--- src/rtl/fifo.sv ---
// ----------------------------------------------------------------------------
// fifo
//   Single-clock FIFO with a show-ahead (first-word-fall-through) read port.
//   Capacity may be any integer >= 1; pointers wrap by explicit compare, so
//   non-power-of-two depths use exactly p_CAPACITY storage words.
//
// Ports
//   clk     in   1        rising-edge clock for all state
//   rst     in   1        synchronous active-high reset (pointers/count/flags)
//   wrdata  in   p_WIDTH  word to push
//   wrena   in   1        push request; accepted when not full
//   rdena   in   1        pop request; accepted when not empty
//   rddata  out  p_WIDTH  head word, combinational from storage; valid when !empty
//   full    out  1        registered, count == p_CAPACITY
//   empty   out  1        registered, count == 0
//   count   out  CNT_W    number of stored words
// ----------------------------------------------------------------------------
module fifo #(
    parameter int p_WIDTH    = 8,
    parameter int p_CAPACITY = 16
) (
    input  logic                              clk,
    input  logic                              rst,
    input  logic [p_WIDTH-1:0]                wrdata,
    input  logic                              wrena,
    input  logic                              rdena,
    output logic [p_WIDTH-1:0]                rddata,
    output logic                              full,
    output logic                              empty,
    output logic [$clog2(p_CAPACITY+1)-1:0]   count
);

    localparam int CNT_W = $clog2(p_CAPACITY + 1);
    // A single-entry FIFO still needs a 1-bit pointer to form a legal vector.
    localparam int PTR_W = (p_CAPACITY > 1) ? $clog2(p_CAPACITY) : 1;

    localparam logic [PTR_W-1:0] PTR_LAST = PTR_W'(p_CAPACITY - 1);
    localparam logic [CNT_W-1:0] CNT_MAX  = CNT_W'(p_CAPACITY);
    localparam logic [CNT_W-1:0] CNT_ONE  = CNT_W'(1);

    logic [p_WIDTH-1:0] mem_q [p_CAPACITY];

    logic [PTR_W-1:0] wr_ptr_q, wr_ptr_d;
    logic [PTR_W-1:0] rd_ptr_q, rd_ptr_d;
    logic [CNT_W-1:0] count_q,  count_d;
    logic             full_q,   full_d;
    logic             empty_q,  empty_d;

    logic push_acc;
    logic pop_acc;

    // Flags are registered, so acceptance depends only on state: no
    // combinational path from rdena to the write side or vice versa. This is
    // also why a push into an empty FIFO cannot be popped in the same cycle.
    assign push_acc = wrena && !full_q;
    assign pop_acc  = rdena && !empty_q;

    // NOTE: every variable driven here gets a default first so no latch is
    // inferred on paths that do not assign it.
    always_comb begin
        wr_ptr_d = wr_ptr_q;
        rd_ptr_d = rd_ptr_q;
        count_d  = count_q;

        if (push_acc) begin
            wr_ptr_d = (wr_ptr_q == PTR_LAST) ? '0 : wr_ptr_q + PTR_W'(1);
        end
        if (pop_acc) begin
            rd_ptr_d = (rd_ptr_q == PTR_LAST) ? '0 : rd_ptr_q + PTR_W'(1);
        end

        unique case ({push_acc, pop_acc})
            2'b10:   count_d = count_q + CNT_ONE;
            2'b01:   count_d = count_q - CNT_ONE;
            default: count_d = count_q;
        endcase

        full_d  = (count_d == CNT_MAX);
        empty_d = (count_d == '0);
    end

    // NOTE: sequential state uses non-blocking assignments so every register
    // samples the pre-edge values regardless of statement order.
    always_ff @(posedge clk) begin
        if (rst) begin
            wr_ptr_q <= '0;
            rd_ptr_q <= '0;
            count_q  <= '0;
            full_q   <= 1'b0;
            empty_q  <= 1'b1;
        end else begin
            wr_ptr_q <= wr_ptr_d;
            rd_ptr_q <= rd_ptr_d;
            count_q  <= count_d;
            full_q   <= full_d;
            empty_q  <= empty_d;
        end
    end

    // NOTE: the storage array is deliberately not reset; the cleared pointers
    // and empty flag make its old contents unreachable, and leaving it out of
    // reset lets it map onto plain flops or distributed RAM.
    always_ff @(posedge clk) begin
        if (!rst && push_acc) begin
            mem_q[wr_ptr_q] <= wrdata;
        end
    end

    assign rddata = mem_q[rd_ptr_q];
    assign full   = full_q;
    assign empty  = empty_q;
    assign count  = count_q;

endmodule

--- config.mk ---
export PLATFORM = sky130hd
export DESIGN_NAME = fifo
export DESIGN_NICKNAME = d
export VERILOG_FILES = /design/src/rtl/fifo.sv
export SDC_FILE = /design/constraint.sdc
export NUM_CORES = 1
export LEC_CHECK = 0
export ABC_AREA = 0
export ABC_CLOCK_PERIOD_IN_PS = 3200
export CORE_MARGIN = 5
export CORE_UTILIZATION = 25
export CTS_CLUSTER_DIAMETER = 150
export CTS_CLUSTER_SIZE = 25
export DETAILED_ROUTE_END_ITERATION = 10
export REMOVE_ABC_BUFFERS = 1
export SYNTH_ARGS = -nofsm -noshare
export SYNTH_HDL_FRONTEND = slang
export SYNTH_SLANG_ARGS = --single-unit
--- constraint.sdc ---
create_clock -name clk -period 3.2 [get_ports clk]
set_input_delay 0.8 -clock clk [delete_from_list [all_inputs] [get_ports clk]]
set_output_delay 0.8 -clock clk [all_outputs]
set_load 0.01 [all_outputs]
==> out/metrics.cfg <==
[run_status]
status=complete, no violations

[route]
route.detailed.drc=0
viasPerCell=4.30
wirelength_um=12000
drt_iter0_drc=119
via_count=3034
drt_first_pass_iters=5
antenna_left=0
wire_per_inst_um=17.0

[placed_design]
port_buffers=26
post-place-ws_ns=-0.0573
place_congestion=0.747
dp_hpwl_um=7710

[flow_run]
maxCapViolCount=0

[yosys]
ys_types=37
syn_inst=303
synth_edf_count=128
ys_async_sr_fraction_pct=0
ys_seq_area_share_pct=71.2
syn_avg_cell_area_um2=19.6
syn_area_um2=5940
yosys.area.top_type=edfxtp_1
synthTopCellsByArea=edfxtp_1 65%, mux4_1 11%, dfxtp_1 6.4%
synth-main-ff-cell=edfxtp_1
synth_seq_cells=147
synth_top_area_share_pct=64.8
yosysWarnings=0

[sta]
relSlewSlack_pct=59.7
worst_slack_ns=0.0691
layout_min_cycle_time_ns=3.13
hold_viol=0
worst_pin_slew_ns=0.604
drv_slew=0
fin_skew_ns=0.00618
whs_ns=0.521
final.setup.tns_ns=0
finalSetupViolations=0
max_freq_ghz=0.319
post-route-period-util_pct=97.8

[global_route]
grt_max_degree=33
grt_usage_pct=9.28
gr-total-overflow=0
antenna_found_initial=0
grt_pass1_vias=3226
grt_pass1_wl_um=18200

[final_layout]
diodes=0
nNetsFinal=393
final_common_cell=edfxtp_1
drive_above_1_share_pct=25.1
area_delta_synth_final_pct=24.9
layout_common_cells=128 x edfxtp_1, 32 x buf_4, 26 x nor2_1, 21 x mux4_2, 19 x mux4_1

[critical_path]
cp.arrival_ns=2.33
max_stage_delay_ns=0.56
crit_top_cell=buf_12
endpoint_kind=output port
path_buf_inv=3
path_cells=buf_12 -> buf_12 -> mux4_1 -> mux4_2 -> clkdlybuf4s15_1
required_ns=2.40
cp_slowest_cell=mux4_1
critPathMaxFanout=10
start_kind=register
reg2reg_slack_ns=0.88
path_delay_family=multiplexers
critPathKind=register to output port

[pwr]
p_leak_nw=2.42
powerDensity_nw_per_um2=637
ir_drop_uv=364
total_power_mw=4.72

[min_path]
hp-class=register to register

[die]
die_area_um2=26900
core-area_um2=23400
rows=56
io_pins=27
initial_utilization_pct=25.4
fp.dieH_um=164
die_w_um=164

[clock_tree]
insertion_delay_ns=0.42
cts_max_level=4
ctsRootBufferMaster=clkbuf_16
clkSinkCount=147
cts_buffer_depth=2
cts_tree=built
path_clk_slew_ns=0.06
cts_buffers=17

state kept, by name (all words and copies together) (netlist names), named ones only:
signal	cells
empty	1
count	5
mem_q	128
full	1
wr_ptr_q	4
rd_ptr_q	4
routing by layer:
metal  global-route usage, %  vias to the layer above  part of all wire, %
met5                       0                        -                    0
li1                        -                     1373                    -
met4                    3.47                        0                  1.2
met1                    11.4                     1594                   44
met3                    3.06                       11                  3.8
met2                    15.2                       56                   51
synthesized netlist by cell type, types with 3 or more instances:
cell	number
nor2_1	26
nand2_1	16
buf_1	5
clkbuf_1	3
edfxtp_1	128
a21oi_1	10
dfxtp_1	19
o21ai_0	4
nor2b_1	4
inv_1	5
mux2i_1	3
xor2_1	4
ha_1	8
mux4_1	24
or3_1	3
mux4_2	16
report_power, final:
group | internal [mW] | leakage (nW) | total (mW) | switching [mW]
Sequential | 2.12 | 1.31 | 2.16 | 0.0398
Combinational | 0.290 | 0.817 | 0.524 | 0.234
Clock | 1.30 | 0.293 | 2.04 | 0.735
Total | 3.71 | 2.42 | 4.72 | 1.01
final timing paths:
kind,startpoint,endpoint,cells past startpoint
max,register,rddata[7],5
min,wr_ptr_q[1],wr_ptr_q[1],2
max reg2reg,full,full,10
min reg2reg,wr_ptr_q[1],wr_ptr_q[1],2
tightest hold or removal path: stages, from the launching register on:
cell     delay (ns)
dfxtp_1        0.35
nand2_1        0.07
a21oi_1        0.05
what timing repair did:
action	CTS	global route
buffers inserted	4	4
hold buffers	0	0
pin swaps	0	0
hold endpoints to repair	0	0
resized for setup	21	10
endpoints found under the setup margin	8	5
through the flow:
| step | util [%] | std cells | area, µm² |
|---|---|---|---|
| finish | 31.7 | 705 | 7410 |
| CTS | 31.6 | 701 | 7400 |
| detailed placement | 28.9 | 665 | 6760 |
| global placement | 28.9 | 665 | 6760 |
| global route | 31.7 | 705 | 7410 |
| floorplan | - | 291 | 5840 |
layout make-up:
type	count	area (µm²)
Multi-Input combinational cell	139	1580
Sequential cell	147	4230
Clock inverter	13	183
Clock buffer	19	433
Timing Repair Buffer	63	567
Inverter	5	18.8
Tap cell	319	399
Fill cell	2286	16000
kinds of logic (layout without fill, tap and decap cells):
kind of cell	count (synthesis)	in the layout	synth area share, %
simple gates	59	59	4.62
compound gates	21	21	2.21
xor+xnor	6	6	0.885
mux	45	45	17.6
buf+inv	17	100	1.86
flops	147	147	71.2
fa+ha+maj	8	8	1.69
(Power assumes the default switching activity.)
